**config.mk**
```make
export PLATFORM = sky130hd
export DESIGN_NAME = ov7670_pixel_packer_flat
export DESIGN_NICKNAME = d
export VERILOG_FILES = /design/src/rtl/ov7670_pkg.sv /design/src/rtl/ov7670_pixel_packer_if.sv /design/src/rtl/ov7670_rgb_convert.sv /design/src/rtl/ov7670_pixel_packer.sv /design/src/flat_wrapper.sv
export SDC_FILE = /design/constraint.sdc
export NUM_CORES = 1
export LEC_CHECK = 0
export CAP_MARGIN = 30
export CORE_ASPECT_RATIO = 2
export CORE_MARGIN = 3
export CORE_UTILIZATION = 55
export DETAILED_ROUTE_END_ITERATION = 10
export GPL_TIMING_DRIVEN = 0
export HOLD_SLACK_MARGIN = 0.12
export PLACE_DENSITY_LB_ADDON = 0.1
export SLEW_MARGIN = 30
export SYNTH_ARGS = -nofsm -noshare
export SYNTH_HDL_FRONTEND = slang
export SYNTH_SLANG_ARGS = --single-unit
```
**constraint.sdc**
```tcl
create_clock -name clk -period 2.35 [get_ports clk]
set_input_delay 0.47 -clock clk [delete_from_list [all_inputs] [get_ports clk]]
set_output_delay 0.47 -clock clk [all_outputs]
set_load 0.02 [all_outputs]
```
**src/rtl/ov7670_pkg.sv**
```systemverilog
// Shared definitions for the OV7670 pixel path.
// Contents: default frame geometry and buffer address width, the packer FSM
// state encoding, and the RGB565 -> RGB444 reduction used for the VGA DAC.
package ov7670_pkg;

    localparam int unsigned H_RES_DEF  = 320;
    localparam int unsigned V_RES_DEF  = 240;
    localparam int unsigned ADDR_W_DEF = 17;

    typedef enum logic [1:0] {
        ST_IDLE    = 2'd0,
        ST_CAPTURE = 2'd1,
        ST_END     = 2'd2
    } state_t;

    // Keep the top bits of each colour channel: R[4:1], G[5:2], B[4:1].
    function automatic logic [11:0] rgb565_to_444(input logic [15:0] p);
        return {p[15:12], p[10:7], p[4:1]};
    endfunction

endpackage

```
**src/rtl/ov7670_pixel_packer_if.sv**
```systemverilog
// Bus between the capture block, the pixel packer and the frame buffer.
// master : byte source (drives in_*), observes the write side.
// slave  : pixel packer (consumes in_*, drives wr_* and frame status).
//   in_data/in_valid          captured camera byte and its strobe
//   in_frame_start/line_start one-cycle frame / line start pulses
//   in_frame_valid            high for the duration of a frame
//   wr_en/wr_addr/wr_data     frame buffer write port (RGB444)
//   frame_done/frame_count    end-of-frame pulse and completed-frame count
//   line_err/overflow         sticky error flags
interface ov7670_pixel_packer_if #(
    parameter int ADDR_W = 17
);
    logic [7:0]        in_data;
    logic              in_valid;
    logic              in_frame_start;
    logic              in_line_start;
    logic              in_frame_valid;
    logic              wr_en;
    logic [ADDR_W-1:0] wr_addr;
    logic [11:0]       wr_data;
    logic              frame_done;
    logic [15:0]       frame_count;
    logic              line_err;
    logic              overflow;

    modport master (
        output in_data, in_valid, in_frame_start, in_line_start, in_frame_valid,
        input  wr_en, wr_addr, wr_data, frame_done, frame_count, line_err, overflow
    );

    modport slave (
        input  in_data, in_valid, in_frame_start, in_line_start, in_frame_valid,
        output wr_en, wr_addr, wr_data, frame_done, frame_count, line_err, overflow
    );
endinterface

```
**src/rtl/ov7670_rgb_convert.sv**
```systemverilog
// Combinational RGB565 -> RGB444 mapping, reusable by display and
// test-pattern blocks.
//   rgb565  in  16  source pixel
//   rgb444  out 12  {R[3:0], G[3:0], B[3:0]}
module ov7670_rgb_convert
    import ov7670_pkg::*;
(
    input  logic [15:0] rgb565,
    output logic [11:0] rgb444
);
    assign rgb444 = rgb565_to_444(rgb565);
endmodule

```
**src/rtl/ov7670_pixel_packer.sv**
```systemverilog
// Pairs captured camera bytes into RGB565 pixels, reduces them to RGB444 and
// writes them into a linear frame buffer at y*H_RES + x.
//   clk   in  block clock
//   rst_n in  asynchronous active-low reset
//   bus   slave side of ov7670_pixel_packer_if (byte stream in, writes out)
//
// state    | meaning
// ---------+-------------------------------------------------------------
// IDLE     | waiting for a frame start; bytes are ignored
// CAPTURE  | frame in progress; bytes are paired and written
// END      | one cycle after frame_valid fell; frame_done is high
module ov7670_pixel_packer
    import ov7670_pkg::*;
#(
    parameter int H_RES         = H_RES_DEF,
    parameter int V_RES         = V_RES_DEF,
    parameter int ADDR_W        = ADDR_W_DEF,
    parameter bit HI_BYTE_FIRST = 1'b1
) (
    input  logic                    clk,
    input  logic                    rst_n,
    ov7670_pixel_packer_if.slave    bus
);
    localparam int XW = $clog2(H_RES + 1);
    localparam int YW = $clog2(V_RES + 1);
    localparam int CW = $clog2(2 * H_RES + 2);

    localparam logic [XW-1:0]     X_LIM      = XW'(H_RES);
    localparam logic [YW-1:0]     Y_LIM      = YW'(V_RES);
    localparam logic [YW-1:0]     Y_LAST     = YW'(V_RES - 1);
    localparam logic [CW-1:0]     LINE_BYTES = CW'(2 * H_RES);
    localparam logic [CW-1:0]     CNT_SAT    = CW'(2 * H_RES + 1);
    localparam logic [ADDR_W-1:0] LINE_STEP  = ADDR_W'(H_RES);

    state_t            state, state_next;
    logic              fv_q;
    logic              phase;
    logic [7:0]        hold;
    logic [XW-1:0]     x;
    logic [YW-1:0]     y;
    logic [ADDR_W-1:0] line_base;
    logic [CW-1:0]     byte_cnt;
    logic              line_active;

    logic              frame_start, frame_end, line_start, byte_ok;
    logic              phase_eff, line_bad;
    logic [CW-1:0]     cnt_eff;
    logic [15:0]       pix565;
    logic [11:0]       pix444;

    always_comb begin
        frame_start = bus.in_frame_start;
        frame_end   = (state == ST_CAPTURE) && fv_q && !bus.in_frame_valid && !frame_start;
        line_start  = (state == ST_CAPTURE) && bus.in_line_start && !frame_start && !frame_end;
        byte_ok     = bus.in_valid && (frame_start || ((state == ST_CAPTURE) && !frame_end));
        // A start in the same cycle as a byte makes that byte the first of a pair.
        phase_eff   = (frame_start || line_start) ? 1'b0 : phase;
        cnt_eff     = (frame_start || line_start) ? '0 : byte_cnt;
        // An untouched line (count 0) is never an error.
        line_bad    = (byte_cnt != '0) && (byte_cnt != LINE_BYTES);
        pix565      = HI_BYTE_FIRST ? {hold, bus.in_data} : {bus.in_data, hold};
    end

    ov7670_rgb_convert u_rgb_convert (
        .rgb565 (pix565),
        .rgb444 (pix444)
    );

    always_ff @(posedge clk or negedge rst_n) begin
        if (!rst_n) state <= ST_IDLE;
        else        state <= state_next;
    end

    always_comb begin
        state_next = state;
        case (state)
            ST_IDLE:    if (frame_start) state_next = ST_CAPTURE;
            ST_CAPTURE: if (frame_end)   state_next = ST_END;
            ST_END:     state_next = ST_IDLE;
            default:    state_next = ST_IDLE;
        endcase
        if (frame_start) state_next = ST_CAPTURE;
    end

    always_ff @(posedge clk or negedge rst_n) begin
        if (!rst_n) begin
            fv_q            <= 1'b0;
            phase           <= 1'b0;
            hold            <= '0;
            x               <= '0;
            y               <= '0;
            line_base       <= '0;
            byte_cnt        <= '0;
            line_active     <= 1'b0;
            bus.wr_en       <= 1'b0;
            bus.wr_addr     <= '0;
            bus.wr_data     <= '0;
            bus.frame_done  <= 1'b0;
            bus.frame_count <= '0;
            bus.line_err    <= 1'b0;
            bus.overflow    <= 1'b0;
        end else begin
            bus.wr_en      <= 1'b0;
            bus.frame_done <= 1'b0;
            fv_q           <= bus.in_frame_valid;

            if (frame_end) begin
                bus.frame_done  <= 1'b1;
                bus.frame_count <= bus.frame_count + 16'd1;
                if (line_bad) bus.line_err <= 1'b1;
            end

            if (frame_start) begin
                x           <= '0;
                y           <= '0;
                line_base   <= '0;
                phase       <= 1'b0;
                byte_cnt    <= '0;
                line_active <= 1'b0;
            end else if (line_start) begin
                if (line_bad) bus.line_err <= 1'b1;
                // The first line_start after a frame start opens line 0
                // rather than advancing past it.
                if (line_active) begin
                    if (y < Y_LIM)  y         <= y + 1'b1;
                    if (y < Y_LAST) line_base <= line_base + LINE_STEP;
                end
                x           <= '0;
                phase       <= 1'b0;
                byte_cnt    <= '0;
                line_active <= 1'b1;
            end

            if (byte_ok) begin
                phase       <= ~phase_eff;
                line_active <= 1'b1;
                if (cnt_eff != CNT_SAT) byte_cnt <= cnt_eff + 1'b1;
                if (!phase_eff) begin
                    hold <= bus.in_data;
                end else begin
                    if (x < X_LIM) x <= x + 1'b1;
                    if ((x < X_LIM) && (y < Y_LIM)) begin
                        bus.wr_en   <= 1'b1;
                        bus.wr_addr <= line_base + ADDR_W'(x);
                        bus.wr_data <= pix444;
                    end else begin
                        bus.overflow <= 1'b1;
                    end
                end
            end
        end
    end
endmodule
```
**src/flat_wrapper.sv**
```systemverilog
// flat-port wrapper written by rule: the top's interface ports become plain ports
module ov7670_pixel_packer_flat import ov7670_pkg::*;
#(
    parameter int H_RES         = H_RES_DEF,
    parameter int V_RES         = V_RES_DEF,
    parameter int ADDR_W        = ADDR_W_DEF,
    parameter bit HI_BYTE_FIRST = 1'b1
)
  (clk, rst_n, bus_in_data, bus_in_valid, bus_in_frame_start, bus_in_line_start, bus_in_frame_valid, bus_wr_en, bus_wr_addr, bus_wr_data, bus_frame_done, bus_frame_count, bus_line_err, bus_overflow);
  ov7670_pixel_packer_if #(.ADDR_W(ADDR_W)) bus_i ();
  input  logic clk;
  input  logic rst_n;
  input wire logic [$bits(bus_i.in_data)-1:0] bus_in_data;
  input wire logic [$bits(bus_i.in_valid)-1:0] bus_in_valid;
  input wire logic [$bits(bus_i.in_frame_start)-1:0] bus_in_frame_start;
  input wire logic [$bits(bus_i.in_line_start)-1:0] bus_in_line_start;
  input wire logic [$bits(bus_i.in_frame_valid)-1:0] bus_in_frame_valid;
  output wire logic [$bits(bus_i.wr_en)-1:0] bus_wr_en;
  output wire logic [$bits(bus_i.wr_addr)-1:0] bus_wr_addr;
  output wire logic [$bits(bus_i.wr_data)-1:0] bus_wr_data;
  output wire logic [$bits(bus_i.frame_done)-1:0] bus_frame_done;
  output wire logic [$bits(bus_i.frame_count)-1:0] bus_frame_count;
  output wire logic [$bits(bus_i.line_err)-1:0] bus_line_err;
  output wire logic [$bits(bus_i.overflow)-1:0] bus_overflow;
  assign bus_i.in_data = bus_in_data;
  assign bus_i.in_valid = bus_in_valid;
  assign bus_i.in_frame_start = bus_in_frame_start;
  assign bus_i.in_line_start = bus_in_line_start;
  assign bus_i.in_frame_valid = bus_in_frame_valid;
  assign bus_wr_en = bus_i.wr_en;
  assign bus_wr_addr = bus_i.wr_addr;
  assign bus_wr_data = bus_i.wr_data;
  assign bus_frame_done = bus_i.frame_done;
  assign bus_frame_count = bus_i.frame_count;
  assign bus_line_err = bus_i.line_err;
  assign bus_overflow = bus_i.overflow;
  ov7670_pixel_packer #(.H_RES(H_RES), .V_RES(V_RES), .ADDR_W(ADDR_W), .HI_BYTE_FIRST(HI_BYTE_FIRST)) u_core (.clk(clk), .rst_n(rst_n), .bus(bus_i));
endmodule
```
==> impl_metrics.yaml <==
global_route:
  grt_pass1_vias: 3699
  grt.overflow.total: 0
  grt_pass1_wl_um: 17300
  grt_max_degree: 72
  antenna_found_initial: 0
  grt_usage: 0.219
  global_route.usage.met3: 0.0472
  use_met1: 0.239
  grtUsageMet2: 0.391
  grt-busiest-layer: "met2"
timing:
  tightestPinTransition_ns: 0.542
  hold_slack_ns: 0.473
  slew_violations: 0
  min_period_over_period: 0.968
  skew_ns: 0.00784
  setup_violations: 0
  min_period_ns: 2.27
  relSlewSlack: 0.636
  fmax_ghz: 0.440
  hold_viol: 0
final_layout:
  fillers: 683
  final_cells: 610
  insertedDiodeCount: 0
  post-route-util: 0.696
  multi_input_comb_area_um2: 2260
  layout-drive-gt1-share: 0.155
  syn2layout_area_growth_pct: 23.4
  seqCellArea_um2: 2480
  design_area_um2: 6020
  nNetsFinal: 529
yosys:
  synthesis.area_um2: 4870
  synth_top_flop_cell: "dfrtp_1"
  synth_area_leader_cell: "dfrtp_1"
  synth_edf_count: 0
  ys_seq_area_frac: 0.508
  syn_avg_cell_area_um2: 11.4
  synthesis.nets: 453
  synthCells: 429
  async_reset_ff_frac: 1.00
  synth_top_area_frac: 0.508
  ys_types: 63
  synth.area.top_cells: "dfrtp_1 (51%), xnor2_1 (5.6%), nor2_1 (3.2%), xor2_1 (3.2%), mux2_4 (3.1%)"
  yosys_register_bits: 99
  ys_warn_count: 0
hold_path:
  whs_path_depth: 1
  min_to: "u_core.bus.line_err$_DFF_PN0_"
  hp-class: "flip-flop to flip-flop"
  hold_start: "u_core.bus.line_err$_DFF_PN0_"
placed_design:
  placed_cell_area_um2: 5640
  finalWeightedCongestion: 0.823
  io_buffers: 61
  placed_cells: 591
  dp_hpwl_um: 7280
setup_path:
  startpoint: "bus_in_frame_valid"
  rrSetupSlack_ns: 0.22
  r2r-end: "u_core.byte_cnt[1]$_DFF_PN0_"
  cp_max_fo: 7
  ff2ff_path_depth: 8
  arrival_ns: 2.51
  worstSetupPathType: "input pin to flip-flop"
  critPathMaxStageDelay_ns: 0.43
  endpoint_kind: "flip-flop"
  crit_path_cell_trace: "clkdlybuf4s50_1 -> nand2b_4 -> a31oi_4 -> and2_4 -> ha_1 -> nand3_2 -> o31ai_4 -> mux2_1"
  cpMaxStageDelayCell: "clkdlybuf4s50_1"
  required_ns: 2.58
  start_kind: "input pin"
  rr_startpoint: "u_core.state[1]$_DFFE_PN0P_"
routing:
  ant_nets: 0
  wire_per_inst_um: 16.8
  vias: 3465
  drcViolationCount: 0
  vias_per_cell: 5.68
  drt-total-wl_um: 10300
  drtIter0Drc: 128
  dr.pass1.iters: 4
power_and_ir_drop:
  leakage_nw: 2.64
  totalPowerFinal_w: 0.00492
  p_per_area_nw_per_um2: 818
  peakVddDrop_mv: 0.555
floorplanning:
  num_io_pins: 63
  die_h_um: 139
  core_um2: 8650
  row_count: 48
  die_x_um: 72.6
  initial_utilization: 0.564
  die-area_um2: 10100
clocking:
  cts_tree: "done"
  path_clk_slew_ns: 0.07
  clock_latency_ns: 0.35
  clock_sinks: 99
  htreeDepth: 3
  cts_buffers: 9
  clockBufferDepth: 2
  clockRootBuffer: "clkbuf_16"
run:
  maxCapViolCount: 0
outcome:
  status: "finished, final reports clean"
worst max path at each step:
stage | endpoint | slack [ns] | depth (start not counted)
floorplan | u_core.byte_cnt[1]$_DFF_PN0_ | 0.16 | 7
global placement | u_core.byte_cnt[2]$_DFF_PN0_ | -2.79 | 1
detailed placement | u_core.byte_cnt[1]$_DFF_PN0_ | -0.75 | 8
CTS | u_core.byte_cnt[1]$_DFF_PN0_ | 0.06 | 8
global route | u_core.byte_cnt[8]$_DFF_PN0_ | -0.003 | 9
finish | u_core.byte_cnt[1]$_DFF_PN0_ | 0.08 | 8
cell type report:
cell class,count,share of cell area
repair buffers,65,0.111
multi-input cells,305,0.376
plain buffers,16,0.0212
inverters,9,0.00645
well taps,100,0.0208
clock buffers,10,0.0381
clock inverters,6,0.0150
flip-flops and latches,99,0.412
synth_stat cells, drive strengths merged (6+ instances only):
master  instances
dfrtp          99
nor2           43
xnor2          31
nand2          30
mux2           27
a21oi          22
nand3          20
xor2           18
buf            12
and3           10
ha             10
nand4          10
nor3           10
inv             9
nor4            9
and2            8
nand2b          6
o21ai           6
cells by family after synthesis:
| group | share of synthesized area |
|---|---|
| fa+ha+maj | 0.0257 |
| flops | 0.508 |
| mux | 0.0803 |
| xor+xnor | 0.0880 |
| other cells | 0.000769 |
| buf+inv | 0.0341 |
| simple gates | 0.188 |
| compound gates | 0.0747 |
critical path, delay by kind of cell:
family / cells / cell delay, ns
AO/OA/AOI/OAI: 2 / 0.58
adder cells (fa/ha/maj): 1 / 0.16
buffers and inverters: 1 / 0.43
multiplexers: 1 / 0.34
AND/OR/NAND/NOR: 3 / 0.52
what timing repair did:
action                                  4_1_cts  5_1_grt
setup buffers                                 1        1
endpoints found under the setup margin        7        2
endpoints found under the hold margin        28        0
resized for setup                             3        3
hold buffers                                  1        0
pin swaps                                     1        1
metrics by stage:
| step | setup WS (ns) | TNS [ns] |
|---|---|---|
| 2_1_floorplan | 0.155 | 0 |
| 3_3_place_gp | -2.79 | -284.14 |
| 3_5_place_dp | -0.747 | -9.69 |
| 4_1_cts | 0.0594 | 0 |
| 5_1_grt | -0.00285 | -0.00285 |
| 6_report | 0.0758 | 0 |
report_power, final:
| group | leakage (nW) | internal, W | total [W] | switching (W) |
|---|---|---|---|---|
| logic | 1.21 | 0.000619 | 0.00122 | 0.000599 |
| registers | 1.29 | 0.00196 | 0.00213 | 0.000170 |
| clock network | 0.141 | 0.000933 | 0.00157 | 0.000642 |
cells in the final DEF (no fill, tap or decap), types with 3 or more instances in the layout:
cell / n
a31oi_1: 3
nand3_1: 19
clkdlybuf4s50_1: 59
buf_6: 6
mux2_2: 5
clkbuf_1: 4
nor3_1: 8
and2_1: 7
o21ai_0: 5
mux2i_1: 5
clkinvlp_4: 4
mux2_1: 12
a21oi_2: 10
xor2_1: 18
nand2b_1: 5
a21o_1: 4
and4_1: 4
ha_1: 10
nor4_2: 5
dfrtp_1: 99
and3_1: 10
nor4_1: 3
buf_4: 4
clkbuf_16: 9
mux2_4: 10
xnor2_1: 31
a21oi_1: 12
nand2_1: 29
nor2_1: 42
nand4_1: 10
inv_1: 7
buf_2: 4
registers in the layout (all words and copies together) (netlist names):
signal	count
u_core.byte_cnt	10
u_core.fv_q	1
u_core.phase	1
u_core.line_base	11
u_core.state	2
u_core.x	9
u_core.bus.wr_addr	17
u_core.bus.frame_count	16
u_core.hold	7
u_core.bus.wr_data	12
u_core.y	8
u_core.line_active	1
u_core.bus.frame_done	1
u_core.bus.wr_en	1
u_core.bus.line_err	1
u_core.bus.overflow	1
layer usage:
metal  up-vias  wire length [um]
met1      1710              3890
met2        84              5710
met4         0               272
li1       1649                 -
met5         -                 0
met3        22               383
(Power assumes the default switching activity.)
